[src/rtl/hdma_ctrl.sv]
// ---------------------------------------------------------------------------
// hdma_ctrl -- CGB VRAM DMA engine (general-purpose and HBlank transfers).
//
// Moves 16-byte blocks from the system bus into VRAM at two ce-cycles per
// byte: a read cycle (src_rd) followed by a write cycle (vram_wren).
//
// Ports
//   clk_sys       in   system clock
//   reset         in   synchronous active-high reset
//   ce            in   clock enable; nothing advances while low
//   isGBC         in   1 = CGB mode, 0 = block disabled
//   cpu_sel_reg   in   CPU is accessing the FF00-FF7F register page
//   cpu_addr[7:0] in   register offset (0x51-0x55 decoded)
//   cpu_wr        in   CPU write strobe
//   cpu_di[7:0]   in   CPU write data
//   cpu_do[7:0]   out  read data (0xFF when not decoded)
//   lcd_mode[1:0] in   PPU mode (0 = HBlank, 3 = pixel transfer)
//   hdma_active   out  CPU stall request while bytes are moved
//   src_addr[15:0]out  source bus address
//   src_rd        out  source read strobe
//   src_data[7:0] in   source data, valid one ce-cycle after src_rd
//   vram_addr[12:0]out VRAM write address (offset from 0x8000)
//   vram_wren     out  VRAM write strobe
//   vram_wr_data  out  VRAM write data
// ---------------------------------------------------------------------------
module hdma_ctrl (
  input  logic        clk_sys,
  input  logic        reset,
  input  logic        ce,
  input  logic        isGBC,
  input  logic        cpu_sel_reg,
  input  logic [7:0]  cpu_addr,
  input  logic        cpu_wr,
  input  logic [7:0]  cpu_di,
  output logic [7:0]  cpu_do,
  input  logic [1:0]  lcd_mode,
  output logic        hdma_active,
  output logic [15:0] src_addr,
  output logic        src_rd,
  input  logic [7:0]  src_data,
  output logic [12:0] vram_addr,
  output logic        vram_wren,
  output logic [7:0]  vram_wr_data
);

  typedef enum logic [1:0] {
    ST_IDLE    = 2'd0,
    ST_GDMA    = 2'd1,
    ST_HB_WAIT = 2'd2,
    ST_HB_XFER = 2'd3
  } state_t;

  state_t      state_q, state_d;
  logic [6:0]  len_q, len_d;
  logic [15:0] src_q, src_d;
  logic [12:0] dst_q, dst_d;
  // Position inside the current block: even = read cycle, odd = write cycle.
  logic [4:0]  phase_q, phase_d;
  logic [1:0]  lcd_prev_q, lcd_prev_d;
  logic        hdma_active_q, hdma_active_d;
  logic        src_rd_q, src_rd_d;
  logic [15:0] src_addr_q, src_addr_d;
  logic        vram_wren_q, vram_wren_d;
  logic [12:0] vram_addr_q, vram_addr_d;

  logic reg_wr_s;
  logic hb_edge_s;
  logic xfer_s;

  assign reg_wr_s  = cpu_sel_reg & cpu_wr & isGBC;
  assign hb_edge_s = (lcd_prev_q == 2'd3) && (lcd_mode == 2'd0);
  assign xfer_s    = (state_q == ST_GDMA) || (state_q == ST_HB_XFER);

  // Next-state, counter and strobe computation for one ce-qualified edge.
  always_comb begin
    state_d       = state_q;
    len_d         = len_q;
    src_d         = src_q;
    dst_d         = dst_q;
    phase_d       = phase_q;
    lcd_prev_d    = lcd_prev_q;
    hdma_active_d = hdma_active_q;
    src_rd_d      = src_rd_q;
    src_addr_d    = src_addr_q;
    vram_wren_d   = vram_wren_q;
    vram_addr_d   = vram_addr_q;

    if (ce) begin
      lcd_prev_d = lcd_mode;
      if (!isGBC) begin
        // Disabled block: park in IDLE with all strobes low.
        state_d       = ST_IDLE;
        hdma_active_d = 1'b0;
        src_rd_d      = 1'b0;
        vram_wren_d   = 1'b0;
      end else if (xfer_s) begin
        if (!phase_q[0]) begin
          // Read cycle ends: data arrives during the following write cycle.
          src_rd_d    = 1'b0;
          vram_wren_d = 1'b1;
          vram_addr_d = dst_q;
          phase_d     = phase_q + 5'd1;
        end else begin
          vram_wren_d = 1'b0;
          src_d       = src_q + 16'd1;
          dst_d       = dst_q + 13'd1;
          if (phase_q == 5'd31) begin
            phase_d = 5'd0;
            if (len_q == 7'd0) begin
              state_d       = ST_IDLE;
              len_d         = 7'h7F;
              hdma_active_d = 1'b0;
              src_rd_d      = 1'b0;
            end else begin
              len_d = len_q - 7'd1;
              if (state_q == ST_GDMA) begin
                // General DMA runs blocks back to back.
                src_rd_d   = 1'b1;
                src_addr_d = src_q + 16'd1;
              end else begin
                state_d       = ST_HB_WAIT;
                hdma_active_d = 1'b0;
                src_rd_d      = 1'b0;
              end
            end
          end else begin
            phase_d    = phase_q + 5'd1;
            src_rd_d   = 1'b1;
            src_addr_d = src_q + 16'd1;
          end
        end
      end else begin
        // Address registers load the live counters, only while not stalling.
        if (reg_wr_s && !hdma_active_q) begin
          case (cpu_addr)
            8'h51:   src_d = {cpu_di, src_q[7:0]};
            8'h52:   src_d = {src_q[15:8], cpu_di[7:4], 4'h0};
            8'h53:   dst_d = {cpu_di[4:0], dst_q[7:0]};
            8'h54:   dst_d = {dst_q[12:8], cpu_di[7:4], 4'h0};
            default: src_d = src_q;
          endcase
        end else begin
          src_d = src_q;
        end

        if (reg_wr_s && (cpu_addr == 8'h55)) begin
          if (state_q == ST_IDLE) begin
            len_d = cpu_di[6:0];
            if (cpu_di[7]) begin
              state_d = ST_HB_WAIT;
            end else begin
              state_d       = ST_GDMA;
              phase_d       = 5'd0;
              hdma_active_d = 1'b1;
              src_rd_d      = 1'b1;
              src_addr_d    = src_d;
            end
          end else if (cpu_di[7]) begin
            // HB_WAIT: restart HBlank mode with the new length.
            len_d = cpu_di[6:0];
          end else begin
            // HB_WAIT: cancel, remaining length is kept for readback.
            state_d = ST_IDLE;
          end
        end else if ((state_q == ST_HB_WAIT) && hb_edge_s) begin
          state_d       = ST_HB_XFER;
          phase_d       = 5'd0;
          hdma_active_d = 1'b1;
          src_rd_d      = 1'b1;
          src_addr_d    = src_d;
        end else begin
          state_d = state_q;
        end
      end
    end else begin
      state_d = state_q;
    end
  end

  // State, counter and output registers with synchronous reset.
  always_ff @(posedge clk_sys) begin
    if (reset) begin
      state_q       <= ST_IDLE;
      len_q         <= 7'h7F;
      src_q         <= 16'h0000;
      dst_q         <= 13'h0000;
      phase_q       <= 5'd0;
      lcd_prev_q    <= 2'd0;
      hdma_active_q <= 1'b0;
      src_rd_q      <= 1'b0;
      src_addr_q    <= 16'h0000;
      vram_wren_q   <= 1'b0;
      vram_addr_q   <= 13'h0000;
    end else begin
      state_q       <= state_d;
      len_q         <= len_d;
      src_q         <= src_d;
      dst_q         <= dst_d;
      phase_q       <= phase_d;
      lcd_prev_q    <= lcd_prev_d;
      hdma_active_q <= hdma_active_d;
      src_rd_q      <= src_rd_d;
      src_addr_q    <= src_addr_d;
      vram_wren_q   <= vram_wren_d;
      vram_addr_q   <= vram_addr_d;
    end
  end

  // Register readback: only FF55 returns live status.
  always_comb begin
    cpu_do = 8'hFF;
    if (isGBC && cpu_sel_reg && (cpu_addr == 8'h55)) begin
      cpu_do = {(state_q == ST_IDLE), len_q};
    end else begin
      cpu_do = 8'hFF;
    end
  end

  assign hdma_active = hdma_active_q;
  assign src_rd      = src_rd_q;
  assign src_addr    = src_addr_q;
  assign vram_wren   = vram_wren_q;
  assign vram_addr   = vram_addr_q;
  // Source data only becomes valid in the write cycle, so it is passed
  // through there and forced to zero otherwise.
  assign vram_wr_data = vram_wren_q ? src_data : 8'h00;

endmodule

[config.mk]
export PLATFORM = sky130hd
export DESIGN_NAME = hdma_ctrl
export DESIGN_NICKNAME = d
export VERILOG_FILES = /design/src/rtl/hdma_ctrl.sv
export SDC_FILE = /design/constraint.sdc
export NUM_CORES = 1
export LEC_CHECK = 0
export CELL_PAD_IN_SITES_DETAIL_PLACEMENT = 0
export CELL_PAD_IN_SITES_GLOBAL_PLACEMENT = 1
export CORE_MARGIN = 10
export CORE_UTILIZATION = 39
export CTS_BUF_LIST = sky130_fd_sc_hd__clkbuf_4 sky130_fd_sc_hd__clkbuf_8 sky130_fd_sc_hd__clkbuf_16
export CTS_CLUSTER_SIZE = 14
export DETAILED_ROUTE_END_ITERATION = 10
export GPL_TIMING_DRIVEN = 0
export PLACE_DENSITY = 0.89
export SLEW_MARGIN = 20
export SYNTH_ARGS = -nofsm -noshare
export SYNTH_HDL_FRONTEND = slang
export SYNTH_SLANG_ARGS = --single-unit
[constraint.sdc]
create_clock -name clk_sys -period 3 [get_ports clk_sys]
set_input_delay 0.45 -clock clk_sys [delete_from_list [all_inputs] [get_ports clk_sys]]
set_output_delay 0.45 -clock clk_sys [all_outputs]
set_load 0.01 [all_outputs]
==> results.txt <==
----------------------------------------------------
[Critical path]
  Cell breakdown of the critical path ... clkdlybuf4s50_1 > or3b_1 > buf_6 > nor2_2 > nand4_1 > buf_4 > or2_2 > dlygate4sd2_1
  Highest-delay cell along the critical path ... clkdlybuf4s50_1
  Kind of end point of the critical path ... output pin
  Worst EP arrival ... 2.42 ns
  Critical path required time ... 2.55 ns
  Maximum net fanout on the critical path ... 8
  Slowest Stage Delay on Critical Path ... 0.46 ns
  Critical path class ... primary input to output pin
  CP startpoint kind ... primary input

[Routing]
  Routed vias/inst ... 6.107
  Aggregate routed wire length ... 16,070 um
  Number of design-rule violations left by the first detailed-router iteration ... 624
  ANT nets after route ... 0
  Total via count after detailed routing ... 4,953
  Routed wirelength normalized by instance count ... 19.82 um
  Length of the first detailed-routing pass in iterations ... 5
  DR DRC count ... 0

[Global routing]
  Vias in the first global route ... 4,779
  Pin count of the biggest net entering global routing ... 14
  Antenna violations before repair ... 0
  First-pass GRT wire length ... 25,580 um
  Overall routing resource usage ... 19.29%
  Global route total overflow ... 0

[Floorplan]
  Height of the chip ... 127.4 um
  Cell row count ... 39
  Die X ... 127.4 um
  Placeable core area ... 11,370 um^2
  Initial Util ... 39.53%
  IO Count ... 80
  Die area ... 16,220 um^2

[Clock network]
  Number of clock buffers inserted by TritonCTS ... 9
  Hold buffer count at CTS ... 0
  TritonCTS clock tree ... done
  Clock sinks ... 77
  Clock-pin slew of the registers on the worst-case setup and hold paths ... 0.06 ns
  Buffer type at the clock tree root ... clkbuf_16
  H-Tree Depth ... 3
  Number of buffers on the longest clock path ... 2
  Clock network latency to the later pin of the worst-skew pair ... 0.34 ns

[Timing]
  Accumulated negative setup slack ... 0 ns
  Setup repair after global routing missed its margin ... false
  Final Hold Vio Count ... 0
  Count of pins over their slew limit ... 0
  Setup Skew ... 0.007249 ns
  Pin slew with the least headroom to its limit ... 0.7943 ns
  Setup slack of the critical path after layout ... 0.1310 ns
  Setup violation total in the final timing report ... 0
  Minimum period implied by the final worst setup slack ... 2.869 ns
  Fraction of the cycle the final worst path needs ... 95.63%
  Max Clock Freq ... 348.6 MHz
  Worst-case headroom to the max-slew limit ... 47.05%

[Logic synthesis]
  Number of warnings reported in the yosys synthesis log ... 0
  Count of flip-flops with a built-in enable after synthesis ... 0
  Post-Syn Area per Cell ... 7.803 um^2
  Top cells by area, synth ... dfxtp_1, a21oi_1, nand2_1
  Synth Flop Type ... dfxtp_1
  Total standard cell area after synthesis ... 4494 um^2
  Most numerous cell types in the synthesized netlist ... dfxtp_1, nand2_1, a21oi_1
  Net count after synthesis ... 613
  Sequential cell area fraction in the yosys report ... 34.30%
  Distinct cell type count after synthesis ... 70
  Synth area leader ... dfxtp_1
  Most numerous cell in the Yosys netlist ... dfxtp_1
  Instance count of the mapped netlist ... 576
  Fraction of registers with async set or reset after synthesis ... 0%
  Seq cells post-synth ... 77
  Area share of the largest cell type after synthesis ... 34.30%

[Power]
  Leak Pwr ... 1.794 nW
  Power dissipated by switching net loads ... 0.6485 mW
  Power share of the sequential group ... 44.8%
  Clock share of power ... 43.3%
  Maximum VDD drop ... 0.0002002 V
  Power per cell area ... 411.1 nW/um^2
  Int Pwr ... 1.702 mW
  Switching Fraction ... 27.59%
  Part of the total power dissipated in combinational logic ... 11.9%

[Worst hold path]
  Worst min-delay path class ... register to register

[Finish]
  Fraction of final layout cells with drive strength greater than 1 ... 8.533%
  Area overhead of the layout relative to synthesis ... 27.23%
  Layout Nets ... 700
  Antenna diode instance count ... 0

[Place]
  RD Place Congestion ... 0.9297
  Port Buffer Count ... 76
  Pre-CTS WS ... -0.2211 ns
  Half-perimeter wire length after placement ... 11,990 um

[Job]
  Max-capacitance violation count ... 0

[Outcome]
  Run status ... finished, final reports clean

----------------------------------------------------
repair_timing:
| action | CTS | global route |
|---|---|---|
| pin swaps | 1 | 0 |
| buffers inserted | 1 | 0 |
| setup endpoints to repair | 8 | 4 |
| hold endpoints to repair | 0 | 0 |
| gates resized for setup | 8 | 4 |
through the flow:
| step | hold slack (ns) | cell area [um^2] | utilization [%] | instances | power [mW] |
|---|---|---|---|---|---|
| 2_1_floorplan | 0.4362 | 4494 | - | 576 | 1.221 |
| 3_3_place_gp | 0.4405 | 5434 | 47.79 | 795 | 1.343 |
| 3_5_place_dp | 0.4413 | 5434 | 47.79 | 795 | 1.348 |
| 4_1_cts | 0.4485 | 5708 | 50.20 | 811 | 2.346 |
| 5_1_grt | 0.4821 | 5718 | 50.29 | 811 | 2.430 |
| 6_report | 0.4474 | 5718 | 50.29 | 811 | 2.351 |
power groups by stage:
stage | clock network [mW] | logic (mW) | registers, mW
6_report | 1.02 | 0.280 | 1.05
5_1_grt | 1.07 | 0.301 | 1.05
4_1_cts | 1.02 | 0.274 | 1.05
3_5_place_dp | 0 | 0.276 | 1.07
3_3_place_gp | 0 | 0.272 | 1.07
2_1_floorplan | 0 | 0.151 | 1.07
cell families (layout without fill, tap and decap cells):
family / Yosys count / after routing / share of synthesized area, %
xor gates and xnor gates: 6 / 6 / 1.169
buffers and inverters: 58 / 150 / 5.317
DFF: 77 / 77 / 34.30
and+or+nand+nor: 245 / 245 / 28.73
AOI/OAI and AO/OA: 178 / 178 / 27.51
muxes: 7 / 7 / 1.587
adders and majority gates: 5 / 5 / 1.392
cell usage in the layout (no fill, tap or decap), drive strengths merged, types with 5 or more instances in the layout:
cell type      instances
dfxtp                 77
nand2                 69
clkdlybuf4s50         68
a21oi                 56
clkbuf                42
nor2                  40
o21ai                 36
nand3                 24
nand4                 19
nor3                  18
inv                   14
a211oi                13
nor4                  12
buf                   12
and2                  10
or4                   10
o211ai                 9
or2                    7
nand2b                 7
a31oi                  7
a22oi                  6
mux2i                  6
o41ai                  6
o31ai                  6
o311ai                 5
ha                     5
dlygate4sd2            5
flip-flops by register name (all words and copies together) (netlist names):
register     count
src_addr        16
src_q           16
dst_q           13
vram_addr       13
len_q            7
phase_q          5
lcd_prev_q       2
state_q          2
hdma_active      1
src_rd           1
vram_wren        1
worst paths after layout:
check / startpoint / end / slack (ns) / depth (start not counted)
hold reg to reg: src_addr[5]$_SDFFE_PP0P_ / src_addr[5]$_SDFFE_PP0P_ / 0.45 / 2
hold / removal: src_addr[5]$_SDFFE_PP0P_ / src_addr[5]$_SDFFE_PP0P_ / 0.45 / 2
setup reg to reg: state_q[0]$_SDFFE_PP0P_ / dst_q[9]$_SDFFE_PP0P_ / 0.40 / 6
setup / recovery: cpu_addr[6] / cpu_do[4] / 0.13 / 8
worst max-delay path, delay by kind of cell:
family,cells,cell delay [ns]
buffers and inverters,4,1.10
AND/OR/NAND/NOR,4,0.87
routing by layer:
metal / up-vias / routed length (um) / global-route usage [%]
li1: 2339 / - / -
met1: 2366 / 6975 / 25.49
met2: 225 / 7520 / 30.40
met3: 23 / 1318 / 3.433
met4: 0 / 257 / 7.703
met5: - / 0 / 0
final cells by class:
| class | count | area [um^2] |
|---|---|---|
| clock inverter | 6 | 40.04 |
| inverter | 14 | 52.55 |
| fill | 1108 | 5652 |
| timing repair buffer | 77 | 769.5 |
| multi-input combinational | 441 | 2716 |
| sequential | 77 | 1541 |
| clock buffer | 10 | 232.7 |
| buffer | 43 | 186.4 |
| tap | 143 | 178.9 |
Power figures use the tool's default switching activity.
